### src/rtl/xcvr_link_sequencer.sv
// Transceiver link bring-up sequencer: reset pulse, wait for TX/RX ready, qualify PCS block lock,
// then hold the link up, retrying on timeouts or drops until the retry budget runs out.
module xcvr_link_sequencer #(
  parameter int unsigned RESET_CYCLES  = 16,
  parameter int unsigned READY_TIMEOUT = 4096,
  parameter int unsigned LOCK_STABLE   = 64,
  parameter int unsigned LOCK_TIMEOUT  = 16384,
  parameter int unsigned MAX_RETRIES   = 7
) (
  input  logic       clock,
  input  logic       reset_n,
  input  logic       enable,
  input  logic       force_reset,
  input  logic       tx_ready,
  input  logic       rx_ready,
  input  logic       block_lock,
  output logic       xcvr_reset,
  output logic       link_up,
  output logic       fail,
  output logic [7:0] retry_count,
  output logic [2:0] state
);

  typedef enum logic [2:0] {
    StIdle      = 3'd0,
    StReset     = 3'd1,
    StWaitReady = 3'd2,
    StWaitLock  = 3'd3,
    StUp        = 3'd4,
    StFail      = 3'd5
  } state_e;

  localparam logic [15:0] ResetLast  = 16'(RESET_CYCLES - 1);
  localparam logic [15:0] ReadyLast  = 16'(READY_TIMEOUT - 1);
  localparam logic [15:0] StableLast = 16'(LOCK_STABLE - 1);
  localparam logic [15:0] LockLast   = 16'(LOCK_TIMEOUT - 1);
  localparam logic [7:0]  MaxRetries = 8'(MAX_RETRIES);

  logic [2:0] meta_q, sync_q;
  logic       run_q;
  logic       tx_s, rx_s, lock_s;

  // run_q holds the FSM off until the first edge after reset release.
  always_ff @(posedge clock or negedge reset_n) begin
    if (!reset_n) begin
      meta_q <= 3'b000;
      sync_q <= 3'b000;
      run_q  <= 1'b0;
    end else begin
      meta_q <= {tx_ready, rx_ready, block_lock};
      sync_q <= meta_q;
      run_q  <= 1'b1;
    end
  end

  assign tx_s   = sync_q[2];
  assign rx_s   = sync_q[1];
  assign lock_s = sync_q[0];

  state_e      state_q, state_d;
  logic [15:0] timer_q, timer_d;
  logic [15:0] lock_cnt_q, lock_cnt_d;
  logic [7:0]  retry_q, retry_d;
  logic        xcvr_reset_q, xcvr_reset_d;
  logic        link_up_q, link_up_d;
  logic        fail_q, fail_d;
  logic        do_retry, reenter;

  always_comb begin
    state_d    = state_q;
    timer_d    = timer_q + 16'd1;
    lock_cnt_d = lock_cnt_q;
    retry_d    = retry_q;
    do_retry   = 1'b0;
    reenter    = 1'b0;
    if (!run_q) begin
      timer_d = timer_q;
    end else if (!enable) begin
      state_d = StIdle;
    end else if (force_reset && (state_q != StIdle)) begin
      state_d = StReset;
      retry_d = 8'd0;
      reenter = 1'b1;
    end else begin
      case (state_q)
        StIdle:      state_d = StReset;
        StReset:     if (timer_q == ResetLast) state_d = StWaitReady;
        StWaitReady: begin
          if (tx_s && rx_s)                 state_d  = StWaitLock;
          else if (timer_q == ReadyLast)    do_retry = 1'b1;
        end
        StWaitLock: begin
          if (lock_s) begin
            if (lock_cnt_q == StableLast) state_d    = StUp;
            else                          lock_cnt_d = lock_cnt_q + 16'd1;
          end else begin
            lock_cnt_d = 16'd0;
          end
          // A completed lock qualification beats a simultaneous timeout.
          if ((state_d != StUp) && (!tx_s || !rx_s || (timer_q == LockLast))) do_retry = 1'b1;
        end
        StUp:        if (!tx_s || !rx_s || !lock_s) do_retry = 1'b1;
        StFail:      state_d = StFail;
        default:     state_d = StIdle;
      endcase
      if (do_retry) begin
        if (retry_q == MaxRetries) begin
          state_d = StFail;
        end else begin
          state_d = StReset;
          if (retry_q != 8'hff) retry_d = retry_q + 8'd1;
        end
      end
    end
    if ((state_d == StUp) && (state_q != StUp)) retry_d = 8'd0;
    if (run_q && ((state_d != state_q) || reenter)) begin
      timer_d    = 16'd0;
      lock_cnt_d = 16'd0;
    end
    xcvr_reset_d = (state_d == StIdle) || (state_d == StReset) || (state_d == StFail);
    link_up_d    = (state_d == StUp);
    fail_d       = (state_d == StFail);
  end

  always_ff @(posedge clock or negedge reset_n) begin
    if (!reset_n) begin
      state_q      <= StIdle;
      timer_q      <= 16'd0;
      lock_cnt_q   <= 16'd0;
      retry_q      <= 8'd0;
      xcvr_reset_q <= 1'b1;
      link_up_q    <= 1'b0;
      fail_q       <= 1'b0;
    end else begin
      state_q      <= state_d;
      timer_q      <= timer_d;
      lock_cnt_q   <= lock_cnt_d;
      retry_q      <= retry_d;
      xcvr_reset_q <= xcvr_reset_d;
      link_up_q    <= link_up_d;
      fail_q       <= fail_d;
    end
  end

  assign xcvr_reset  = xcvr_reset_q;
  assign link_up     = link_up_q;
  assign fail        = fail_q;
  assign retry_count = retry_q;
  assign state       = state_q;

endmodule

### config.mk
export PLATFORM = sky130hd
export DESIGN_NAME = xcvr_link_sequencer
export DESIGN_NICKNAME = d
export VERILOG_FILES = /design/src/rtl/xcvr_link_sequencer.sv
export SDC_FILE = /design/constraint.sdc
export NUM_CORES = 1
export LEC_CHECK = 0
export BUFFER_PORTS_ARGS = -buffer_cell sky130_fd_sc_hd__buf_2
export CAP_MARGIN = 40
export CORE_ASPECT_RATIO = 0.5
export CORE_UTILIZATION = 45
export DETAILED_ROUTE_END_ITERATION = 7
export SLEW_MARGIN = 25
export SYNTH_ARGS = -nofsm -noshare
export SYNTH_HDL_FRONTEND = slang
export SYNTH_SLANG_ARGS = --single-unit
### constraint.sdc
create_clock -name clock -period 5.24 [get_ports clock]
set_clock_uncertainty 0.2 [all_clocks]
set_input_delay 0.524 -clock clock [delete_from_list [all_inputs] [get_ports clock]]
set_output_delay 0.524 -clock clock [all_outputs]
set_load 0.1 [all_outputs]
# After elaboration in Yosys (flattened, before gate mapping)
# Cells that the tools add are included.
dict set report word_totals {
  reg_bits 53
  elab_cells 100
  out_inout_bits 14
  mem_bits_ro 0
  latch_bits 0
  inputBits 7
  ram_bits 0
  memories 0
}
dict set report op_classes {
  shift 0
  bitwise 0
  n_lt_le_gt_ge 0
  multipliers 0
  n_mux 41
  n_eq_ne 20
  reduce_logical 26
  n_addsub 3
  div 0
}
# operator count
set ops {}
lappend ops {{$mux W16} 9}
lappend ops {{$mux W8} 7}
lappend ops {{$mux W3} 13}
lappend ops {{$add A16 B1 Y16 const B} 2}
lappend ops {{$pmux W3 S6} 1}
lappend ops {{$eq A16 B12 Y1 const B} 1}
lappend ops {{$eq A16 B14 Y1 const B} 1}
lappend ops {{$eq A16 B4 Y1 const B} 1}
lappend ops {{$eq A16 B6 Y1 const B} 1}
lappend ops {{$eq A3 B3 Y1 const B} 4}
lappend ops {{$mux W1} 10}
lappend ops {{$reduce_and A5 Y1} 2}
lappend ops {{$reduce_bool A2 Y1} 5}
lappend ops {{$reduce_bool A3 Y1} 3}
lappend ops {{$add A8 B1 Y8 const B} 1}
lappend ops {{$eq A8 B3 Y1 const B} 1}
lappend ops {{$ne A8 B8 Y1 const B} 1}
lappend ops {{$eq A3 B1 Y1 const B} 2}
lappend ops {{$eq A3 B2 Y1 const B} 2}
lappend ops {{$logic_not A3 Y1} 2}
lappend ops {{$logic_or A1 B1 Y1} 6}
lappend ops {{$ne A3 B2 Y1 const B} 2}
lappend ops {{$ne A3 B3 Y1 const B} 2}
lappend ops {{$logic_and A1 B1 Y1} 5}
lappend ops {{4 further kinds} 6}

# Longest topological paths before layout
# Gate-level depths: netlist of the first run.
dict set report depth {
  ltp_word 23
  depth_mapped 11
  mapped_depth_nobuf 10
}

# Worst setup path before layout of the first run
# OpenSTA, ideal clock, no wires.
dict set report synth_timing {
  path_kind {reg-to-reg}
  startpoint {register state_q[2], in the netlist state[2]}
  endpoint {register lock_cnt_q[8]}
  setup_time_ns 0.126
  stages_incl_launch_ff 11
  period_less_slack_ns 3.441
  t_required_ns 4.914
  t_arrival_ns 3.115
  setup_slack_ns 1.799
  n_path_buf 2
  path_cell_list {dfrtp_1 -> buf_1 -> inv_1 -> a2bb2oi_1 -> o31a_1 -> or4b_4 -> a31oi_2 -> or2_2 -> o21ai_2 -> buf_6 -> a221o_1}
}
dict set report synth_between {
  elab_chain_len 22
  elab_cells_between_ends 41
  cone_classes {eq/ne: 9; mux: 22; reduce/logical: 10}
}
# element line_no
set synth_rtl {}
lappend synth_rtl {{start: declaration} 60} ;# state_e state_q, state_d;
lappend synth_rtl {{start signal: assignment} 127} ;# state_q <= StIdle;
lappend synth_rtl {{start signal: assignment} 135} ;# state_q <= state_d;
lappend synth_rtl {{$mux W3} 94} ;# if (lock_cnt_q == StableLast) state_d = StUp;
lappend synth_rtl {{$mux W3} 93} ;# if (lock_s) begin
lappend synth_rtl {{$mux W3} 85} ;# case (state_q)
lappend synth_rtl {{$mux W3} 80} ;# end else if (force_reset && (state_q != StIdle)) begin
lappend synth_rtl {{$mux W3} 78} ;# end else if (!enable) begin
lappend synth_rtl {{$mux W3} 76} ;# if (!run_q) begin
lappend synth_rtl {{$ne A3 B3 Y1} 100} ;# if ((state_d != StUp) && (!tx_s || !rx_s || (timer_q == LockLast))) do_retry = 1'b1;
lappend synth_rtl {{$logic_and A1 B1 Y1} 100}
lappend synth_rtl {{(+6 left out)} n/a}
lappend synth_rtl {{$mux W3} 80}
lappend synth_rtl {{$mux W3} 78}
lappend synth_rtl {{$mux W3} 76}
lappend synth_rtl {{$ne A3 B3 Y1} 116} ;# if (run_q && ((state_d != state_q) || reenter)) begin
lappend synth_rtl {{$logic_or A1 B1 Y1} 116}
lappend synth_rtl {{$logic_and A1 B1 Y1} 116}
lappend synth_rtl {{$ne A3 B2 Y1 (no line), or another cell as far along} n/a}
lappend synth_rtl {{$reduce_and A5 Y1 (no line)} n/a}
lappend synth_rtl {{end signal: assignment} 137} ;# lock_cnt_q <= lock_cnt_d;
lappend synth_rtl {{end: declaration} 62} ;# logic [15:0] lock_cnt_q, lock_cnt_d;
# Several ways; a longest one is shown, not always the timed one. The select of a mux whose other input is x is not followed.
# A chain may end at the register's enable or synchronous reset.

# Worst setup path after layout of the first run
dict set report layout_timing {
  startpoint {register lock_cnt_q[7]}
  endpoint {register timer_q[3]}
}
dict set report layout_between {
  elab_chain_len 22
  elab_cells_between_ends 24
  cone_classes {eq/ne: 3; mux: 17; reduce/logical: 4}
}
# element line_no
set layout_rtl {}
lappend layout_rtl {{$eq A16 B6 Y1 (*)} 94}
lappend layout_rtl {{$mux W3 (*)} 94}
lappend layout_rtl {{$mux W3 (*)} 93}
lappend layout_rtl {{$mux W3 (*)} 85}
lappend layout_rtl {{$mux W3 (*)} 80}
lappend layout_rtl {{$mux W3 (*)} 78}
lappend layout_rtl {{$mux W3 (*)} 76}
lappend layout_rtl {{$ne A3 B3 Y1} 100}
lappend layout_rtl {{(+6 left out)} n/a}
lappend layout_rtl {{$mux W3 (*)} 106} ;# if (do_retry) begin
lappend layout_rtl {{$mux W3 (*)} 80}
lappend layout_rtl {{$mux W3 (*)} 78}
lappend layout_rtl {{$mux W3 (*)} 76}
lappend layout_rtl {{$ne A3 B3 Y1 (*)} 116}
lappend layout_rtl {{$logic_or A1 B1 Y1 (*)} 116}
lappend layout_rtl {{$logic_and A1 B1 Y1 (*)} 116}
lappend layout_rtl {{$mux W16 / $reduce_bool A2 Y1 (equally long branches)} n/a}
lappend layout_rtl {{end signal: assignment} 136} ;# timer_q <= timer_d;
lappend layout_rtl {{end: declaration} 61} ;# logic [15:0] timer_q, timer_d;
# Every way passes the cells marked *; elsewhere a longest branch is shown, timed or not. The select of a mux whose other input is x is not followed.

==> results.md, run 1 <==
- Slew headroom: 0.4748
- Outcome: completed
- Nets: around 340
- Avg Inst Size Synth: 9.408 um2
- Antenna violations before repair: 0
- Reg clk slew, reported paths: roughly 0.06 ns
- Clk Latency, worst-skew pair: 0.29 ns
- Gpl congestion: roughly 0.79
- Clk root buf: clkbuf_16
- Area post-placement: approximately 3100 um2
- Largest family of logic cells by synthesized area: simple AND/OR/NAND/NOR gates
- Post-place setup slack: between 1.5 and 2 ns
- Post-Synth Adder-Cell Area: 0.01271
- Post-synthesis register bit count: 53
- Die H: 59.29 um
- Critical path class: reg2reg
- Bufs on Longest Clock Path: 2
- Placement Rows: 20
- Layout cell share with drive strength beyond 1: 0.1532
- Yosys synthesis warning count: 0
- Worst IR Drop VDD: 0.1212 mV
- Sequential share of power: 0.485
- Die area: around 7000 um2
- RSZ-0062 raised after global routing: false
- CTS tree: built
- Total track usage: 0.2010
- EDFF count, synth: 0
- Register area share after synthesis: 0.4494
- Core ar.: between 6000 and 7000 um2
- Largest net degree at the start of global routing: between 50 and 60
- Hold Worst Slack: approximately 0.13 ns
- Top-Level Pins: 21
- Mux contribution to synthesized area: 0.01821
- # port buffers: 20
- Synth Net Count: around 320
- Syn Inst Count: about 310
- # diodes: 0
- Footprint of the multi-input gates: 1563 um2
- DPL Wire Length: roughly 4.4 mm
- Vias: ~2,400
- Routed length per instance: ~15 um
- Prevailing post-synth register cell: dfrtp_1
- Comb power frac: 0.168
- Fmax: between 200 and 300 MHz
- Starting Density: 0.4760
- Post-CTS Resized: 0
- Post-Synth Simple-Gate Area: 0.2821
- Worst Path Max Fanout: 13
- First-pass GRT wire length: between 10 and 15 mm
- Most common cell after layout, fill and taps aside: dfrtp_1
- Hold-fix buffers, CTS: 0
- Setup ws final: approximately 1.7 ns
- Tightest Hold Check Type: in2reg
- Fin cells: roughly 420
- Htree depth: 2
- # Max-Cap Violations: 0
- Leakage: ~1.5 nW
- Critical Path AT: approximately 3.5 ns
- Sw Share: 0.3015
- Clock share of power: 0.348
- TritonCTS Buffers: 5
- Post-CTS setup buffers: 0
- Remaining routing DRC violations: 0
- Async set or reset register ratio after synthesis: 1.000
- Final worst-path cycle share: 0.6829
- Clock sinks: 53
- Fill cells: between 500 and 600
- Power Internal: approximately 0.00066 W
- Critical path endpoint category: register
- Drt initial violations: around 180
- Total wire length: 6.167 mm
- Tightest Pin Transition: roughly 0.79 ns
- Fin. max-slew vios: 0
- Vias per inst: about 5.8
- Post-DRT Antenna Nets: 0
- Grt ovf: 0
- Inst Count DP: slightly above 400
- Min Tclk post-route: 3.578 ns
- Post-Syn Area: 2954 um2
- NetSw: 0.0002848 W
- Drt first pass iters: 4
- Commonest non-fill, non-tap cells in the layout: 52 x dfrtp_1, 47 x nor2_1, 21 x nand2_1, 20 x buf_2, 17 x nand3_1
- Yosys cell types: 63
- Final setup violation count: 0
- Synth Area in XOR/XNOR: 0.03854
- Final TNS setup: 0 ns
- CP startpoint kind: register
- Layout area overhead: 11.05%
- Post-synthesis compound-gate area fraction: 0.1724
- Vias in the first global route: roughly 2,200
- Final instance area: 3281 um2
- Worst Path Required: 5.19 ns
- Power Dens Cells: around 290 nW/um2
- Fin. Hold Viols: 0
- Sequential cell area: approximately 1300 um2
- Die Wd: 116.6 um
-- kinds of logic (layout without fill, tap and decap cells) --
group / count (synthesis) / after routing
AOI/OAI and AO/OA: 67 / 67
xor gates and xnor gates: 13 / 13
adders and majority gates: 3 / 3
buffers and inverters: 17 / 36
DFF: 53 / 53
muxes: 5 / 5
other: 1 / 1
and+or+nand+nor: 155 / 155
-- cell type report --
class	count	area share
timing repair buffer	21	0.03280
tap	88	0.03356
clock buffer	8	0.04462
multi-input combinational	244	0.4764
sequential	53	0.4047
inverter	7	0.008009
-- synthesized netlist by cell type, drive strengths merged (5+ instances only) --
library cell  instances  share of area
dfrtp                52           0.44
nor2                 47          0.060
nand2                21          0.027
nand3                17          0.029
o21ai                14          0.025
and3                 13          0.028
a21oi                12          0.020
a221o                10          0.034
nand4                10          0.021
xor2                  9          0.027
inv                   7         0.0089
buf                   6          0.011
nor2b                 5          0.011
nor3                  5         0.0085
nor4                  5          0.013
or2                   5          0.011
or3b                  5          0.015
-- path summary, 6_finish.rpt --
check                         startpoint             end  slack [ns]  cells past startpoint
min in group asynchronous        reset_n  retry_count[6]        0.14                      2
setup / recovery           lock_cnt_q[7]      timer_q[3]        1.66                      8
hold reg to reg                meta_q[1]       sync_q[1]        0.15                      0
hold / removal                  rx_ready       meta_q[1]        0.13                      1
setup reg to reg           lock_cnt_q[7]      timer_q[3]        1.66                      8
max in group asynchronous        reset_n     timer_q[11]        4.24                      2
-- state kept, by name, summed over array words and instances (netlist names) --
name         flops
xcvr_reset       1
state            3
sync_q           3
retry_count      8
fail             1
run_q            1
lock_cnt_q      16
meta_q           3
timer_q         16
link_up          1
-- critical path, cell delays in order (launching register included) --
cell and delay (ns):
dfrtp_1 0.42, or4_1 0.55, nor4_2 0.46, or2_2 0.23, or4b_4 0.48, a31oi_2 0.29
or2_2 0.20, o31a_1 0.49, nor2_1 0.11
-- per-layer routing --
metal  global-route usage  up-vias  wire length [um]
met5                    0        -                 0
met4              0.05606        0                76
met3              0.04908        9               207
met2               0.3111       31              2719
met1               0.2826     1198              3164
li1                     -     1194                 -
-- power groups by stage --
stage | Combinational [W] | Clock, W | Sequential (W)
floorplan | 0.0000629 | 0 | 0.000524
global placement | 0.000157 | 0 | 0.000464
detailed placement | 0.000160 | 0 | 0.000466
CTS | 0.000160 | 0.000339 | 0.000458
global route | 0.000171 | 0.000355 | 0.000461
finish | 0.000158 | 0.000329 | 0.000458
-- through the flow --
step	utilization	power (W)
floorplan	-	0.0005871
global placement	0.5040	0.0006207
detailed placement	0.5050	0.0006255
CTS	0.5286	0.0009571
global route	0.5286	0.0009874
finish	0.5286	0.0009447
(Power assumes the default switching activity.)
==> run 2, diff against run 1 <==
Clock period 5.24 ns to 2.97 ns, I/O delays scaled along.
==> results.md, run 2 (synthesis results as in run 1) <==
- Min Tclk post-route: 3.160 ns (-0.4182 ns)
- Power Dens Cells: 451.6 nW/um2 (+57%)
- Clock sinks: 53 (unchanged)
- Fin. max-slew vios: 0 (unchanged)
- Buf+Inv Stages, Crit Path: 1 (+1)
- Commonest non-fill, non-tap cells in the layout: 65 x buf_4, 49 x dfrtp_1, 46 x nor2_1, 21 x nand2_1, 20 x buf_2
- Vias in the first global route: 2,651 (+18%)
- First-pass GRT wire length: 12.39 mm (+16%)
- Critical Path Most Common Cell: or4b_4
- Crit path max-delay cell type: or4b_4
- Met2 Wirelength: 3.401 mm (+25%)
- Routed length per instance: 14.85 um (+1.3%)
- Critical path endpoint category: register
- Antenna violations before repair: 0 (unchanged)
- Critical Path AT: 3.13 ns (-0.40 ns)
- Layout area overhead: 34.31%
- Crit-path leading delay family: simple AND/OR/NAND/NOR gates
- Sequential cell area: 1339 um2 (+0.85%)
- Largest net degree at the start of global routing: 26 (-52%)
- Setup ws final: -0.1899 ns (-1.852 ns)
- Die area: 6912 um2 (unchanged)
- Highest routed metal layer: met4
- Starting Density: 0.4760 (unchanged)
- CP Cell Sequence: or4b_4, nor4_4, or2_4, or4b_4, a31oi_4, inv_2, a211oi_4, a21boi_4, a21oi_1
- Fin cells: 493 (+17%)
- Failing checks: negative setup slack
- Leakage: 1.857 nW (+27%)
- WL met1: 3.518 mm (+11%)
- Die H: 59.29 um (unchanged)
- Vias per inst: 5.505 (-4.7%)
- Total track usage: 0.2391 (+0.03802)
- Critical path class: reg2reg
- Total design power: 0.001792 W (+90%)
- Worst Path Max Fanout: 8 (-5)
- Grt ovf: 0 (unchanged)
- Bufs on Longest Clock Path: 2 (unchanged)
- Clk root buf: clkbuf_16
- Most common cell after layout, fill and taps aside: buf_4
- Fmax: 316.5 MHz (+13%)
- Crit path largest cell delay: 0.55 ns (about the same)
- Core ar.: 6206 um2 (unchanged)
- # port buffers: 20 (unchanged)
- Final TNS setup: -4.998 ns (-4.998 ns)
- Inst Count DP: 475 (+15%)
- Placement Rows: 20 (unchanged)
- Remaining routing DRC violations: 0 (unchanged)
- Metal3 WL: 287 um (+39%)
- Outcome: finished with violations
- Die Wd: 116.6 um (unchanged)
- CP startpoint kind: register
- Htree depth: 2 (unchanged)
- Footprint of the multi-input gates: 1635 um2 (+4.6%)
- Total wire length: 7.319 mm (+19%)
- Drt first pass iters: 4 (unchanged)
- Gpl congestion: 0.8472 (+7.5%)
- Final setup violation count: 36 (+36)
- Fin. Hold Viols: 0 (unchanged)
- Post-DRT Antenna Nets: 0 (unchanged)
- # Max-Cap Violations: 0 (unchanged)
- Reg clk slew, reported paths: 0.07 ns (about the same)
- Hold Worst Slack: 0.1487 ns (+0.01597 ns)
- Worst Path Required: 2.94 ns (-2.25 ns)
- Worst IR Drop VDD: 0.2738 mV (+130%)
- Tightest Hold Check Type: reg2reg
- Clk Latency, worst-skew pair: 0.30 ns (about the same)
- Vias: 2,714 (+12%)
- CTS tree: built
- Fill cells: 554 (-4.3%)
- Drt initial violations: 148 (-20%)
- Final worst-path cycle share: 1.064 (+0.3811)
- RSZ-0062 raised after global routing: true
- Top-Level Pins: 21 (unchanged)
- TritonCTS Buffers: 5 (unchanged)
- Nets: 414 (+21%)
- DPL Wire Length: 5.459 mm (+25%)
- # diodes: 0 (unchanged)
- Layout cell share with drive strength beyond 1: 0.3235 (+0.1703)
## run 2: changes by cell type in the layout (fill, tap and decap cells not counted), moves of 3 or more
cell | previous run | this run
dfrtp_4 | 0 | 3
buf_12 | 0 | 3
o21ai_0 | 13 | 10
dlygate4sd3_1 | 0 | 4
dfrtp_1 | 52 | 49
buf_4 | 1 | 65
o21ai_1 | 0 | 3
## run 2: metal layers
metal / vias to the layer above / track usage
met5: - / 0
met4: 0 / 0.08137
met3: 14 / 0.05215
met2: 50 / 0.3956
met1: 1311 / 0.3150
li1: 1339 / -
## run 2: worst paths after layout
path | depth (start not counted) | end | slack, ns | start
max reg2reg | 9 | retry_count[7] | -0.19 | lock_cnt_q[8]
min | 0 | sync_q[1] | 0.15 | meta_q[1]
min reg2reg | 0 | sync_q[1] | 0.15 | meta_q[1]
min in group asynchronous | 2 | retry_count[7] | 0.26 | reset_n
max | 9 | retry_count[7] | -0.19 | lock_cnt_q[8]
max in group asynchronous | 3 | xcvr_reset | 1.75 | reset_n
## run 2: metrics by stage
stage	utilization	instance area, um2	worst slack (ns)
CTS	0.6353	3943	-0.2016
finish	0.6393	3968	-0.1899
global route	0.6393	3968	-0.2838
floorplan	-	3008	-0.1093
global placement	0.5883	3651	-0.2628
detailed placement	0.5915	3671	-0.3462
## run 2: worst register-to-register path: cells and delay by family, from the launching register on
family | cells | cell delay [ns]
buf+inv | 1 | 0.07
flops | 1 | 0.39
compound gates | 4 | 0.80
simple gates | 4 | 1.59
## run 2: cell type report
type | instances | share of cell area
inverter | 7 | 0.006623
tap | 88 | 0.02775
sequential | 53 | 0.3374
multi-input combinational | 244 | 0.4122
clock inverter | 1 | 0.001261
clock buffer | 7 | 0.03847
timing repair buffer | 93 | 0.1763
## run 2: what timing repair did
item | CTS | global route
setup buffers | 4 | 2
pin swaps | 8 | 3
endpoints found under the hold margin | 18 | 0
hold buffers | 4 | 0
setup endpoints to repair | 41 | 41
gates resized for setup | 7 | 5
## run 2: where the power goes
part	leakage, nW	total (W)	internal (W)	switching [W]
clock	0.0799	0.000622	0.000358	0.000264
sequential	0.708	0.000790	0.000759	0.0000309
combinational	1.07	0.000380	0.000129	0.000251
total	1.86	0.00179	0.00125	0.000546
